===== src/rtl/regfile_wb_arbiter.sv =====
// regfile_wb_arbiter
//   Shares the single write port of the register file between two writeback
//   sources: A (ALU result) and B (memory load data). Each source feeds a
//   DEPTH-entry FIFO through a valid/ready handshake. A round-robin arbiter
//   drains the FIFOs and issues at most one registered write per cycle.
//
// Parameters
//   DEPTH  entries per source FIFO (power of 2, >= 2)
//   AW     register address width
//   DW     data width
//
// Ports
//   clk, rst_n                 clock, asynchronous active-low reset
//   alu_valid/alu_ready        source A handshake (ready = FIFO not full)
//   alu_rd, alu_data           source A destination register and result
//   mem_valid/mem_ready        source B handshake (ready = FIFO not full)
//   mem_rd, mem_data           source B destination register and load data
//   rf_wrt, rf_rd, rf_data     registered register-file write port
//   idle                       both FIFOs empty and no write in flight
//
// Optional feature (macro RF_HAZARD_CHK_EN)
//   chk_rs1, chk_rs2           decode-stage source registers to check
//   hazard_rs1, hazard_rs2     combinational: register has a pending write
//                              (queued in either FIFO or on rf_* this cycle)

module regfile_wb_arbiter #(
  parameter int DEPTH = 2,
  parameter int AW    = 6,
  parameter int DW    = 32
) (
  input  logic          clk,
  input  logic          rst_n,
  input  logic          alu_valid,
  output logic          alu_ready,
  input  logic [AW-1:0] alu_rd,
  input  logic [DW-1:0] alu_data,
  input  logic          mem_valid,
  output logic          mem_ready,
  input  logic [AW-1:0] mem_rd,
  input  logic [DW-1:0] mem_data,
  output logic          rf_wrt,
  output logic [AW-1:0] rf_rd,
  output logic [DW-1:0] rf_data,
`ifdef RF_HAZARD_CHK_EN
  input  logic [AW-1:0] chk_rs1,
  input  logic [AW-1:0] chk_rs2,
  output logic          hazard_rs1,
  output logic          hazard_rs2,
`endif
  output logic          idle
);

  localparam int PW = $clog2(DEPTH);

  // Last-grant pointer values
  localparam logic [0:0] LAST_A = 1'b0;
  localparam logic [0:0] LAST_B = 1'b1;

  // Pointers carry an extra wrap bit so full and empty are distinguishable
  logic [PW:0]   a_wp, a_rp, b_wp, b_rp;
  logic [AW-1:0] a_rd_mem   [DEPTH];
  logic [DW-1:0] a_data_mem [DEPTH];
  logic [AW-1:0] b_rd_mem   [DEPTH];
  logic [DW-1:0] b_data_mem [DEPTH];

  logic       a_empty, a_full, b_empty, b_full;
  logic       a_push, b_push, grant_a, grant_b;
  logic [0:0] last_grant;

  always_comb begin
    a_empty = (a_wp == a_rp);
    b_empty = (b_wp == b_rp);
    a_full  = (a_wp[PW-1:0] == a_rp[PW-1:0]) && (a_wp[PW] != a_rp[PW]);
    b_full  = (b_wp[PW-1:0] == b_rp[PW-1:0]) && (b_wp[PW] != b_rp[PW]);
  end

  assign alu_ready = !a_full;
  assign mem_ready = !b_full;

  // A full FIFO never accepts, even when the same edge pops it
  assign a_push = alu_valid && !a_full;
  assign b_push = mem_valid && !b_full;

  // On contention the source not granted last wins
  always_comb begin
    grant_a = !a_empty && (b_empty || (last_grant == LAST_B));
    grant_b = !b_empty && (a_empty || (last_grant == LAST_A));
  end

  always_ff @(posedge clk or negedge rst_n) begin
    if (!rst_n) begin
      a_wp <= '0;
      a_rp <= '0;
      b_wp <= '0;
      b_rp <= '0;
    end else begin
      if (a_push)  a_wp <= a_wp + 1'b1;
      if (b_push)  b_wp <= b_wp + 1'b1;
      if (grant_a) a_rp <= a_rp + 1'b1;
      if (grant_b) b_rp <= b_rp + 1'b1;
    end
  end

  // FIFO storage needs no reset: entries are only read behind the pointers
  always_ff @(posedge clk) begin
    if (a_push) begin
      a_rd_mem[a_wp[PW-1:0]]   <= alu_rd;
      a_data_mem[a_wp[PW-1:0]] <= alu_data;
    end
    if (b_push) begin
      b_rd_mem[b_wp[PW-1:0]]   <= mem_rd;
      b_data_mem[b_wp[PW-1:0]] <= mem_data;
    end
  end

  always_ff @(posedge clk or negedge rst_n) begin
    if (!rst_n) begin
      rf_wrt     <= 1'b0;
      rf_rd      <= '0;
      rf_data    <= '0;
      last_grant <= LAST_B;
    end else begin
      rf_wrt <= grant_a || grant_b;
      if (grant_a) begin
        rf_rd      <= a_rd_mem[a_rp[PW-1:0]];
        rf_data    <= a_data_mem[a_rp[PW-1:0]];
        last_grant <= LAST_A;
      end else if (grant_b) begin
        rf_rd      <= b_rd_mem[b_rp[PW-1:0]];
        rf_data    <= b_data_mem[b_rp[PW-1:0]];
        last_grant <= LAST_B;
      end
    end
  end

  assign idle = a_empty && b_empty && !rf_wrt;

`ifdef RF_HAZARD_CHK_EN
  logic [PW:0]   a_cnt, b_cnt;
  logic [PW-1:0] a_off, b_off;

  assign a_cnt = a_wp - a_rp;
  assign b_cnt = b_wp - b_rp;

  // Slot i holds a live entry when its distance from the read pointer is
  // below the occupancy
  always_comb begin
    hazard_rs1 = rf_wrt && (rf_rd == chk_rs1);
    hazard_rs2 = rf_wrt && (rf_rd == chk_rs2);
    a_off      = '0;
    b_off      = '0;
    for (int unsigned i = 0; i < DEPTH; i++) begin
      a_off = PW'(i) - a_rp[PW-1:0];
      b_off = PW'(i) - b_rp[PW-1:0];
      if ({1'b0, a_off} < a_cnt) begin
        if (a_rd_mem[i] == chk_rs1) hazard_rs1 = 1'b1;
        if (a_rd_mem[i] == chk_rs2) hazard_rs2 = 1'b1;
      end
      if ({1'b0, b_off} < b_cnt) begin
        if (b_rd_mem[i] == chk_rs1) hazard_rs1 = 1'b1;
        if (b_rd_mem[i] == chk_rs2) hazard_rs2 = 1'b1;
      end
    end
  end
`endif

endmodule


===== config.mk =====
export PLATFORM = sky130hd
export DESIGN_NAME = regfile_wb_arbiter
export DESIGN_NICKNAME = d
export VERILOG_FILES = /design/src/rtl/regfile_wb_arbiter.sv
export SDC_FILE = /design/constraint.sdc
export NUM_CORES = 1
export LEC_CHECK = 0
export BUFFER_PORTS_ARGS = -buffer_cell sky130_fd_sc_hd__buf_4
export CAP_MARGIN = 30
export CORE_MARGIN = 3
export CORE_UTILIZATION = 55
export CTS_BUF_LIST = sky130_fd_sc_hd__clkbuf_16
export DETAILED_ROUTE_END_ITERATION = 16
export PLACE_DENSITY = 0.77
export SKIP_LAST_GASP = 1
export SYNTH_ARGS = -nofsm -noshare
export SYNTH_HDL_FRONTEND = slang
export SYNTH_SLANG_ARGS = --single-unit

===== constraint.sdc =====
create_clock -name clk -period 6.44 [get_ports clk]
set_clock_uncertainty 0.05 [all_clocks]
set_input_delay 1.288 -clock clk [delete_from_list [all_inputs] [get_ports clk]]
set_output_delay 1.288 -clock clk [all_outputs]
set_load 0.02 [all_outputs]

* Yosys cells after proc, flatten, opt, wreduce, memory -nomap -nowiden *
Memories as Yosys holds them, arrays and structs flattened.
Cells that the tools add are included.

word-level totals
  register bits after elaboration = 48
  bits in writable memories = 152
  output and inout port bits = 42
  logic and storage cells = 50
  memories kept = 4

memories
  memory      depth  bits a word  read ports  clocked after memory_dff  write ports  line  source
  a_data_mem  2      32           1           0                         1            62    logic [DW-1:0] a_data_mem [DEPTH];
  b_data_mem  2      32           1           0                         1            64    logic [DW-1:0] b_data_mem [DEPTH];
  a_rd_mem    2      6            1           0                         1            61    logic [AW-1:0] a_rd_mem [DEPTH];
  b_rd_mem    2      6            1           0                         1            63    logic [AW-1:0] b_rd_mem [DEPTH];

operators by class
  add/sub/neg operators = 4
  eq/ne operators = 6
  muxes and demuxes = 10
  bitwise operators = 1
  reduce and logical (&&, ||, !) cells = 17

operators by type and width
  operator                                                       number
  32-bit 2-to-1 mux                                              2
  6-bit 2-to-1 mux                                               2
  2-bit by 1-bit adder with 2-bit output, second input constant  4
  1-bit logical AND                                              8
  1-bit 2-to-1 mux                                               6
  1-bit zero test                                                5
  2-bit equality test                                            2
  1-bit logical OR                                               3
  1-bit equality test                                            2
  1-bit != test                                                  2
  2-bit nonzero test                                             1
  1-bit NOT                                                      1

* Logic depth before layout (Yosys ltp) *
  depth after elaboration = 6
  depth in mapped cells = 6
  gate-level depth less buffers = 4

* Worst setup path after synthesis *
No wires, ideal clock.

  kind = input to register
  start point = input mem_valid
  end point = memory b_data_mem[0][0] (enable)
  library setup time = 0.433 ns
  arrival = 2.971 ns
  required time = 5.957 ns
  setup slack = 2.985 ns
  stages = 2
  path buffers = 0
  path through = nand2_1 -> nor2_1

between the ends
  longest elaborated chain between the ends = 3

ends and longest elaborated chain
  item                                    line  source
  start: declaration                      37    input logic mem_valid,
  1-bit logical AND                       82    assign b_push = mem_valid && !b_full;
  1-bit 2-to-1 mux                        110   if (b_push) begin
  1-bit 2-to-1 mux (not written as such)  112   b_data_mem[b_wp[PW-1:0]] <= mem_data;
  end: declaration                        64

Every way passes these cells.

* Final worst setup path *
  start point = register a_rp[1]
  end point = output idle

between the ends
  longest elaborated chain between the ends = 3

ends and longest elaborated chain
  item                            line  source
  start: declaration              60    logic [PW:0] a_wp, a_rp, b_wp, b_rp;
  start signal: assignment        99    if (grant_a) a_rp <= a_rp + 1'b1;
  2-bit equality test             71    a_empty = (a_wp == a_rp);
  1-bit logical AND (2 in a row)  136   assign idle = a_empty && b_empty && !rf_wrt;
  end: declaration                50    output logic idle

Every way passes these cells.

==> metrics.csv <==
metric,value,unit
post-synthesis sequential area ratio,0.683,
Clock transition at path regs,0.07,ns
antenna violations before repair,0,
clk root buf,clkbuf_16,
largest family of logic cells by synthesized area,compound AO/OA/AOI/OAI gates,
n_diodes,0,
DRT Wirelength,17.5,mm
Site Rows,44,
GRT Total Usage,0.215,
Reg2Reg Setup Slack,3.24,ns
port buffer count,121,
"Min Clock Period, post-route",4.03,ns
Ports,122,
clock power share,0.181,
Synth Area in Simple Gates,0.0381,
H-tree levels,4,
max cap viols,0,
fillcell total,955,
Final Util,0.684,
drt first pass iters,5,
Tightest Hold Check Type,reg -> reg,
"most common cell after layout, fill and taps aside",edfxtp_1,
average instance area after synthesis,16.7,um^2
Max transition margin,0.345,
Post-Synth XOR/XNOR Area,0.0169,
CTS max path bufs,2,
largest net degree at the start of global routing,83,
total gr overflow,0,
Gate power share,0.469,
Seq pwr share,0.350,
Setup Viol. Count Final,0,
starting DRC count in detailed routing,355,
Synth async-reset ratio,0.240,
outcome,finished clean,
Main synth FF type,edfxtp_1,
number of global-route vias before repair,5151,
internal power,3.83,mW
post-synthesis compound-gate area fraction,0.179,
post-cts gate resize count,0,
Core Area,14800,um^2
Hold Slack,0.440,ns
Max Freq,0.248,GHz
Psw,2.46,mW
Worst setup EP type,primary output,
GPL Wtd Cong,0.777,
CTS tree,yes,
die width,130,um
synth warn,0,
critical path class,reg -> out,
net count after synthesis,586,
global-route wire length before repair,27.4,mm
Final Hold Viols,0,
vias,4919,
full die area,16900,um^2
layout cells sized above 1,0.399,
number of clock sinks,200,
worst path arrival time,2.70,ns
Net Sw Frac,0.391,
clock latency on the worst-skew pair,0.43,ns
synthesized cell area,8450,um^2
"commonest non-fill, non-tap cells in the layout","edfxtp_1, buf_4, dfrtp_1",
RSZ-0062 raised after global routing,no,
post-DP HPWL,10.6,mm
chip height,130,um
"Setup Fix Bufs, Post-CTS",0,
TNS Setup,0,ns
Layout area overhead,19.5,%
Lkg Pwr,3.57,nW
Initial Util,0.573,
WP data required,5.10,ns
Post-synth EDFFs,152,
Final ANT Viol Nets,0,
Setup crit start kind,register,
routed len/inst,21.7,um
Adder-Cell Fraction of Synth Area,0,
crit share post-route,0.627,
DRC errors left,0,
routed vias/inst,6.11,
Pwr per Cell Area,623,nW/um^2
max-slew violation count,0,
mux contribution to synthesized area,0.0507,
"Distinct cells, synth",33,
Crit Path Max Fanout,22,
cts hold-fix bufs,0,
CTS buffer count,17,
Least-Margin Pin Slew,0.983,ns
VDD IR max,0.341,mV
Nets,688,
Cells after Synth,506,
Yosys reg bits,200,
==> kinds of logic after synthesis <==
| family | Yosys count |
|---|---|
| AO/OA/AOI/OAI | 157 |
| XOR/XNOR | 12 |
| buffers and inverters | 47 |
| flip-flops | 200 |
| multiplexers | 38 |
| AND/OR/NAND/NOR | 52 |
==> state kept, by name (all words and copies together), names as in the netlist <==
register / count
a_data_mem: 64
b_data_mem: 64
rf_data: 32
a_rd_mem: 12
b_rd_mem: 12
rf_rd: 6
a_rp: 2
a_wp: 2
b_rp: 2
b_wp: 2
last_grant: 1
rf_wrt: 1
==> cell type report <==
cell class                      instances  area [um^2]  area share
Tap cell                              184          230      0.0228
Sequential cell                       200         5770       0.572
Inverter                                1         3.75    0.000372
Clock inverter                         15          210      0.0208
Multi-Input combinational cell        259         2420       0.240
Timing Repair Buffer                  129         1030       0.102
Clock buffer                           17          425      0.0421
==> Yosys cell counts, types with 2 or more instances <==
| library cell | count | share of area |
|---|---|---|
| edfxtp_1 | 152 | 0.54 |
| dfrtp_1 | 47 | 0.14 |
| a211oi_1 | 38 | 0.034 |
| a221oi_1 | 38 | 0.039 |
| a221oi_2 | 38 | 0.068 |
| mux2_2 | 38 | 0.051 |
| o21bai_1 | 38 | 0.034 |
| nor2b_1 | 37 | 0.027 |
| clkbuf_1 | 16 | 0.0071 |
| buf_2 | 14 | 0.0083 |
| buf_6 | 8 | 0.011 |
| buf_4 | 6 | 0.0053 |
| xnor2_1 | 5 | 0.0052 |
| xor2_1 | 5 | 0.0052 |
| nand2_1 | 4 | 0.0018 |
| nor2_1 | 3 | 0.0013 |
| and3_1 | 2 | 0.0015 |
| xnor2_4 | 2 | 0.0065 |
==> path summary, 6_finish.rpt <==
check / from / cells past startpoint / to
min in group asynchronous: rst_n / 1 / rf_data[21]$_DFFE_PN0P_
worst max register to register: a_rp[0]$_DFFE_PN0P_ / 6 / rf_data[1]$_DFFE_PN0P_
worst min register to register: b_wp[1]$_DFFE_PN0N_ / 1 / b_wp[1]$_DFFE_PN0N_
max in group asynchronous: rst_n / 1 / a_rp[0]$_DFFE_PN0P_
worst max-delay path: a_rp[1]$_DFFE_PN0P_ / 6 / idle
worst min-delay path: b_wp[1]$_DFFE_PN0N_ / 1 / b_wp[1]$_DFFE_PN0N_
==> through the flow <==
step	area (um^2)	total power, mW	worst slack [ns]	instances
3_3_place_gp	9370	4.97	2.91	769
6_report	10100	6.29	2.41	805
4_1_cts	10100	6.30	2.39	803
3_5_place_dp	9420	5.14	2.86	771
2_1_floorplan	8450	4.46	2.99	506
5_1_grt	10100	6.67	2.29	805
==> layer usage <==
metal | part of all wire | track usage | wire (um)
met1 | 0.41 | 0.276 | 7110
met2 | 0.52 | 0.361 | 9120
met3 | 0.047 | 0.0418 | 819
met4 | 0.025 | 0.0880 | 429
met5 | 0 | 0 | 0
==> power by group through the flow <==
stage / logic, mW / registers (mW) / clock network (mW)
CTS: 2.86 / 2.29 / 1.15
finish: 2.95 / 2.20 / 1.14
global placement: 2.68 / 2.28 / 0
global route: 3.21 / 2.25 / 1.21
detailed placement: 2.83 / 2.31 / 0
floorplan: 2.20 / 2.27 / 0
==> critical path: stages, from the launching register on <==
cell and delay, ns:
dfrtp_1 0.45, xnor2_4 0.77, buf_4 0.50, and2_1 0.22, nand2_1 0.08, nor2_1 0.09, buf_4 0.14
Power figures use the tool's default switching activity.
